<file path="src/rtl/lib_mul_pkg.sv">
`default_nettype none
// ============================================================================
// Module      : lib_mul_pkg
// Description : Shared constants and FSM state encoding for the multiplier
//               response serializer (product/word widths, state values).
// Revision    : 1.0 - initial release
// ============================================================================
package lib_mul_pkg;

  localparam int c_PROD_W = 64;
  localparam int c_WORD_W = 32;

  typedef enum logic [1:0] {
    ST_IDLE   = 2'd0,
    ST_FIRST  = 2'd1,
    ST_SECOND = 2'd2
  } state_e;

  // Plain-vector views of the states for code that keeps state as logic [1:0]
  localparam logic [1:0] c_ST_IDLE   = ST_IDLE;
  localparam logic [1:0] c_ST_FIRST  = ST_FIRST;
  localparam logic [1:0] c_ST_SECOND = ST_SECOND;

endpackage
`default_nettype wire

</file>
<file path="src/rtl/lib_mul_rsp_serializer_if.sv">
`default_nettype none
// ============================================================================
// Module      : lib_mul_rsp_serializer_if
// Description : Handshake bundle for the response serializer.
//               rsp_in/rsp_val/rsp_rdy : 64-bit product input (val/rdy)
//               out_data/out_val/out_rdy/out_last : 32-bit word output
//               slave  : serializer side (consumes products, emits words)
//               master : environment side (supplies products, takes words)
// Revision    : 1.0 - initial release
// ============================================================================
interface lib_mul_rsp_serializer_if;
  import lib_mul_pkg::*;

  logic [c_PROD_W-1:0] rsp_in;
  logic                rsp_val;
  logic                rsp_rdy;
  logic [c_WORD_W-1:0] out_data;
  logic                out_val;
  logic                out_rdy;
  logic                out_last;

  modport slave (
    input  rsp_in, rsp_val, out_rdy,
    output rsp_rdy, out_data, out_val, out_last
  );

  modport master (
    output rsp_in, rsp_val, out_rdy,
    input  rsp_rdy, out_data, out_val, out_last
  );

endinterface
`default_nettype wire

</file>
<file path="src/rtl/lib_mul_rsp_serializer.sv">
`default_nettype none
// ============================================================================
// Module      : lib_mul_rsp_serializer
// Description : Splits each 64-bit multiplier product into two 32-bit
//               val/rdy beats (order set by LO_FIRST) and counts fully
//               emitted products.
//   clk      : clock, all state on rising edge
//   reset    : synchronous active-high reset
//   bus      : slave modport (rsp_* product input, out_* word output)
//   prod_cnt : number of completed products, wraps at 2**CNT_W
// Revision    : 1.0 - initial release
// ============================================================================
module lib_mul_rsp_serializer
  import lib_mul_pkg::*;
#(
  parameter bit LO_FIRST = 1'b1,
  parameter int CNT_W    = 16
) (
  input  wire logic               clk,
  input  wire logic               reset,
  lib_mul_rsp_serializer_if.slave bus,
  output logic [CNT_W-1:0]        prod_cnt
);

  localparam logic [CNT_W-1:0] c_CNT_ONE = {{(CNT_W-1){1'b0}}, 1'b1};

  logic [1:0]          r_state;
  logic [c_PROD_W-1:0] r_hold;
  logic [CNT_W-1:0]    r_cnt;

  logic                w_rsp_rdy;
  logic                w_out_val;
  logic                w_in_fire;
  logic                w_out_fire;
  logic [c_WORD_W-1:0] w_lo;
  logic [c_WORD_W-1:0] w_hi;
  logic [c_WORD_W-1:0] w_out_data;

  // A new product is taken when idle, or while the second beat leaves so
  // back-to-back products stream with no bubble.
  assign w_rsp_rdy  = !reset && ((r_state == c_ST_IDLE) ||
                                 ((r_state == c_ST_SECOND) && bus.out_rdy));
  // Gated by reset so outputs are quiet for the whole reset cycle, not only
  // after the first edge.
  assign w_out_val  = !reset && (r_state != c_ST_IDLE);
  assign w_in_fire  = bus.rsp_val && w_rsp_rdy;
  assign w_out_fire = w_out_val && bus.out_rdy;

  assign w_lo = r_hold[c_WORD_W-1:0];
  assign w_hi = r_hold[c_PROD_W-1:c_WORD_W];

  always_comb begin
    w_out_data = '0;
    case (r_state)
      c_ST_FIRST:  w_out_data = LO_FIRST ? w_lo : w_hi;
      c_ST_SECOND: w_out_data = LO_FIRST ? w_hi : w_lo;
      default:     w_out_data = '0;
    endcase
  end

  always_ff @(posedge clk) begin
    if (reset) begin
      r_state <= c_ST_IDLE;
      r_hold  <= '0;
      r_cnt   <= '0;
    end else begin
      if (w_in_fire) begin
        r_hold <= bus.rsp_in;
      end
      case (r_state)
        c_ST_IDLE: begin
          if (w_in_fire) r_state <= c_ST_FIRST;
        end
        c_ST_FIRST: begin
          if (w_out_fire) r_state <= c_ST_SECOND;
        end
        c_ST_SECOND: begin
          if (w_out_fire) begin
            r_cnt   <= r_cnt + c_CNT_ONE;
            r_state <= w_in_fire ? c_ST_FIRST : c_ST_IDLE;
          end
        end
        default: r_state <= c_ST_IDLE;
      endcase
    end
  end

  assign bus.rsp_rdy  = w_rsp_rdy;
  assign bus.out_val  = w_out_val;
  assign bus.out_data = w_out_data;
  assign bus.out_last = w_out_val && (r_state == c_ST_SECOND);
  assign prod_cnt     = r_cnt;

endmodule
`default_nettype wire

</file>
<file path="src/flat_wrapper.sv">
// flat-port wrapper written by rule: the top's interface ports become plain ports
module lib_mul_rsp_serializer_flat import lib_mul_pkg::*;
#(
  parameter bit LO_FIRST = 1'b1,
  parameter int CNT_W    = 16
)
  (clk, reset, prod_cnt, bus_rsp_in, bus_rsp_val, bus_out_rdy, bus_rsp_rdy, bus_out_data, bus_out_val, bus_out_last);
  lib_mul_rsp_serializer_if bus_i ();
  input  wire logic clk;
  input  wire logic reset;
  output logic [CNT_W-1:0] prod_cnt;
  input wire logic [$bits(bus_i.rsp_in)-1:0] bus_rsp_in;
  input wire logic [$bits(bus_i.rsp_val)-1:0] bus_rsp_val;
  input wire logic [$bits(bus_i.out_rdy)-1:0] bus_out_rdy;
  output wire logic [$bits(bus_i.rsp_rdy)-1:0] bus_rsp_rdy;
  output wire logic [$bits(bus_i.out_data)-1:0] bus_out_data;
  output wire logic [$bits(bus_i.out_val)-1:0] bus_out_val;
  output wire logic [$bits(bus_i.out_last)-1:0] bus_out_last;
  assign bus_i.rsp_in = bus_rsp_in;
  assign bus_i.rsp_val = bus_rsp_val;
  assign bus_i.out_rdy = bus_out_rdy;
  assign bus_rsp_rdy = bus_i.rsp_rdy;
  assign bus_out_data = bus_i.out_data;
  assign bus_out_val = bus_i.out_val;
  assign bus_out_last = bus_i.out_last;
  lib_mul_rsp_serializer #(.LO_FIRST(LO_FIRST), .CNT_W(CNT_W)) u_core (.clk(clk), .reset(reset), .bus(bus_i), .prod_cnt(prod_cnt));
endmodule
</file>
<file path="config.mk">
export PLATFORM = sky130hd
export DESIGN_NAME = lib_mul_rsp_serializer_flat
export DESIGN_NICKNAME = d
export VERILOG_FILES = /design/src/rtl/lib_mul_pkg.sv /design/src/rtl/lib_mul_rsp_serializer_if.sv /design/src/rtl/lib_mul_rsp_serializer.sv /design/src/flat_wrapper.sv
export SDC_FILE = /design/constraint.sdc
export NUM_CORES = 1
export LEC_CHECK = 0
export ABC_AREA = 1
export CAP_MARGIN = 15
export CORE_MARGIN = 2
export CORE_UTILIZATION = 50
export CTS_CLUSTER_DIAMETER = 120
export DETAILED_ROUTE_END_ITERATION = 8
export GPL_TIMING_DRIVEN = 0
export PLACE_DENSITY_LB_ADDON = 0.25
export SLEW_MARGIN = 20
export SYNTH_ARGS = -nofsm -noshare
export SYNTH_HDL_FRONTEND = slang
export SYNTH_SLANG_ARGS = --single-unit
</file>
<file path="constraint.sdc">
create_clock -name clk -period 4.9 [get_ports clk]
set_input_delay 0.735 -clock clk [delete_from_list [all_inputs] [get_ports clk]]
set_output_delay 0.735 -clock clk [all_outputs]
set_load 0.05 [all_outputs]
</file>
# Yosys cells after proc, flatten, opt, wreduce, memory -nomap -nowiden
# Index checks and enable logic that the tools add are counted.
word_totals:
  elab_cells: 27
  inputBits: 68
  regBits: 82
  output_inout_bits: 51
classes:
  muxes: 6
  n_reduce_logical: 12
  n_addsub: 1
  n_eq_ne: 5
ops:
  columns: ["op", "n"]
  rows:
  - ["32-bit case mux with 2 select lines", 1]
  - ["16-bit by 1-bit adder with 16-bit output, second input constant", 1]
  - ["1-bit logical AND", 6]
  - ["2-bit 2-to-1 mux", 3]
  - ["2-bit by 1-bit inequality test with 1-bit output, second input constant", 3]
  - ["2-bit case mux with 3 select lines", 1]
  - ["3-bit AND reduction", 1]
  - ["2-bit by 1-bit == test with 1-bit output, second input constant", 1]
  - ["2-bit == test, second input constant", 1]
  - ["2-bit zero test", 1]
  - ["2-bit AND reduction", 1]
  - ["2-bit nonzero test", 1]
  - ["1-bit zero test", 1]
  - ["1-bit logical OR", 1]
  - ["1-bit 2-to-1 mux", 1]

# Depth between registers and ports, before layout
depth:
  word_depth: 8
  depth_mapped: 12
  mapped_depth_nobuf: 12

# Worst setup path before layout
# No wires, ideal clock.
synth_timing:
  kind: "register to output"
  start: "reg u_core.r_state[1]"
  end: "out bus_out_data[0]"
  stages_incl_launch_ff: 7
  required_ns: 4.165
  path_slack_ns: 2.299
  n_path_buf: 2
  t_arrival_ns: 1.866
  cell_sequence: "dfxtp_1 inv_1 ha_1 clkbuf_1 clkbuf_1 nand2_1 a21oi_1"
synth_via:
  elab_chain_len: 2
  word_cells_on_any_way: 3
  classes_between: "eq/ne (2); mux (1)"
synth_rtl:
  columns: ["item", "line_no", "text"]
  rows:
  - ["start, declared", "lib_mul_rsp_serializer.sv:27", "logic [1:0] r_state;"]
  - ["start signal, assigned", "lib_mul_rsp_serializer.sv:63", "r_state <= c_ST_IDLE;"]
  - ["start signal, assigned", "lib_mul_rsp_serializer.sv:72", "if (w_in_fire) r_state <= c_ST_FIRST;"]
  - ["start signal, assigned", "lib_mul_rsp_serializer.sv:75", "if (w_out_fire) r_state <= c_ST_SECOND;"]
  - ["2-bit == test / 2-bit by 1-bit == test with 1-bit output (equally long branches)", "lib_mul_rsp_serializer.sv:54", "case (r_state)"]
  - ["32-bit case mux with 2 select lines *", "lib_mul_rsp_serializer.sv:54", null]
  - ["end, declared", "flat_wrapper.sv:16", "output wire logic [$bits(bus_i.out_data)-1:0] bus_out_data;"]
# Every way passes the cells marked *; elsewhere a longest branch is shown, timed or not.

# Final worst setup path
layout_timing:
  start: "reg u_core.r_state[1]"
  end: "out bus_out_data[9]"
# The elaborated chain is that of the path after synthesis.

==> results.toml <==
[timing]
period_needed_ns = 3.645
slew_headroom_pct = 60.27
grt_setup_unrepaired = "no"
tightest_slew_ns = 0.5960
skew_ns = 0.01211
final-hold-violation-count = 0
post-route-period-util_pct = 74.39
fin_ws_ns = 1.255
timing.setup.tns_ns = 0
setup_viol = 0
clock.fmax_ghz = 0.2744
final-max-slew-violation-count = 0

[worst_setup_path]
critPathTopFamily = "buffers and inverters"
crit_chain = "inv_1 -> ha_1 -> clkbuf_1 -> clkbuf_1 -> nand2_1 -> a21oi_1 -> clkdlybuf4s50_1"
start_kind = "register"
crit_cells = 7
reg2reg_depth = 9
critPathKind = "register to primary output"
max_stage_delay_ns = 0.85
cp_num_buf_inv = 4
arrival_ns = 2.91
cp_slowest_cell = "clkdlybuf4s50_1"
required_ns = 4.16
cp_max_fo = 10
crit_top_cell = "clkbuf_1"
end_kind = "primary output"

[grt]
grt_pass1_wl_um = 16410
overflow = 0
antenna_found_initial = 0
grt_max_degree = 14
grt_pass1_vias = 3586
grt_usage_pct = 26.80

[clock_tree]
cts_buffers = 9
cts.clk_slew.worst_paths_ns = 0.07
clockRootBuffer = "clkbuf_8"
cts_resized = 0
postCtsSetupBuffers = 0
clock_sinks = 82
cts_buffer_depth = 2
hold_buffers = 0
cts_tree = "built"
h-tree-depth = 3
clock_latency_ns = 0.36

[power_and_ir_drop]
p_seq_share_pct = 44.4
peakVddDrop_mv = 0.2189
p_sw_share_pct = 34.99
powerDensity_nw_per_um2 = 377.6
power.switching_mw = 0.6827
p_clk_share_pct = 26.9
power_mw = 1.951
p_int_mw = 1.269
combPwrFrac_pct = 28.8
power_leakage_nw = 2.183

[detailed_routing]
first_iter_violations = 223
vias = 3853
routed_wl_um = 10550
vias_per_cell = 5.090
drcViolationCount = 0
ant_nets = 0
routedWlPerCell_um = 13.94
firstDrtPassIters = 5

[floorplan]
die_h_um = 89.59
io_pins = 119
design.core.area_um2 = 7176
initial_utilization_pct = 51.04
die_area_um2 = 8025
die_w_um = 89.59
num_rows = 31

[yosys]
syn_inst = 525
yosysSeqAreaShare_pct = 44.82
synth_area_leaders = "dfxtp_1 45%, nand2_1 23%, nand3_1 9.7%"
ys_seq_elements = 82
synth-main-ff-cell = "dfxtp_1"
syn_area_um2 = 3662
yosys.area.top_type_share_pct = 44.82
synth_commonest_cells = "222 x nand2_1, 82 x dfxtp_1, 71 x nand3_1"
avgSynthCellArea_um2 = 6.976
ys_warn_count = 0
synth.distinct_cells = 29
async_flop_share_pct = 0
synth_most_common_cell = "nand2_1"
yosys.area.top_type = "dfxtp_1"
synth_edf_count = 0
syn-num-nets = 599

[cells_and_area]
fillers = 581
diodes = 0
multiInputGateArea_um2 = 1768
final-seq-area_um2 = 1642
areaGrowthSynthToFinish_pct = 41.10
final_layout_size_suffix_gt1_share_pct = 6.383
finalNetCount = 727

[placed_design]
routabilityCongestion = 0.8585
numPortBuffers = 117
pre_cts_ws_ns = 1.703
hpwlAfterDp_um = 7656

[min_path]
hold_class = "register to register"
holdPathStages = 2

[job]
drv_cap = 0

[status]
status = "finished clean"
-- state kept, by name, indices dropped and copies added (netlist names) --
register / cells
u_core.prod_cnt: 16
u_core.r_hold: 64
u_core.r_state: 2
-- layout make-up --
| class | count | share of cell area, % |
|---|---|---|
| multi-input combinational | 389 | 34.21 |
| tap | 99 | 2.397 |
| inverter | 21 | 1.671 |
| timing repair buffer | 117 | 22.66 |
| sequential | 82 | 31.77 |
| buffer | 33 | 3.220 |
| clock inverter | 5 | 1.525 |
| clock buffer | 11 | 2.542 |
-- worst reg2reg max path, cell delays in order, from the launching register on --
cell and delay (ns):
dfxtp_1 0.42, inv_1 0.09, ha_1 0.19, buf_4 0.17, nand2_4 0.11, nand2_1 0.07, nand3_2 0.11, clkbuf_1 0.41
nand3_1 0.12, nand2_1 0.09
-- cell families (layout without fill, tap and decap cells) --
logic type,after synthesis,after routing,synth area share (%)
fa+ha+maj,6,6,2.050
flops,82,82,44.82
compound gates,53,53,7.311
xor+xnor,1,1,0.2392
buf+inv,54,187,6.901
simple gates,329,329,38.67
-- power by group through the flow --
| stage | logic (mW) | clock network, mW | registers (mW) |
|---|---|---|---|
| 2_1_floorplan | 0.358 | 0 | 0.859 |
| 3_3_place_gp | 0.542 | 0 | 0.869 |
| 3_5_place_dp | 0.556 | 0 | 0.876 |
| 4_1_cts | 0.559 | 0.528 | 0.862 |
| 5_1_grt | 0.615 | 0.552 | 0.877 |
| 6_report | 0.561 | 0.524 | 0.865 |
-- cell usage in the layout (no fill, tap or decap), types with 2 or more instances in the layout --
master	count
a21oi_1	42
buf_1	5
buf_2	7
buf_4	7
bufinv_16	2
clkbuf_1	15
clkbuf_8	9
clkdlybuf4s50_1	117
clkinv_2	2
clkinv_4	2
dfxtp_1	82
ha_1	6
inv_1	18
nand2_1	222
nand2_4	2
nand3_1	71
nor2_1	21
nor2_2	3
nor3_1	3
o21ai_0	9
-- layer usage --
| layer | vias to the layer above | GRT usage [%] | routed length (um) |
|---|---|---|---|
| met1 | 1752 | 34.12 | 4523 |
| met3 | 19 | 4.479 | 665 |
| li1 | 1929 | - | - |
| met4 | 0 | 11.80 | 205 |
| met2 | 153 | 44.72 | 5154 |
| met5 | - | 0 | 0 |
-- final timing paths --
path	startpoint	to	slack (ns)
setup / recovery	u_core.r_state[1]	bus_out_data[9]	1.26
setup reg to reg	u_core.r_state[0]	u_core.r_hold[56]	3.07
hold / removal	u_core.r_hold[13]	u_core.r_hold[13]	0.46
hold reg to reg	u_core.r_hold[13]	u_core.r_hold[13]	0.46
-- per-stage QoR --
step | std cells | hold slack (ns) | utilization [%] | cell area, um^2
after floorplan | 525 | 0.4427 | - | 3662
after global placement | 741 | 0.4504 | 69.08 | 4957
after detailed placement | 741 | 0.4549 | 69.08 | 4957
after CTS | 757 | 0.4654 | 72.01 | 5167
after global routing | 757 | 0.4775 | 72.01 | 5167
final | 757 | 0.4648 | 72.01 | 5167
Power figures use the tool's default switching activity.
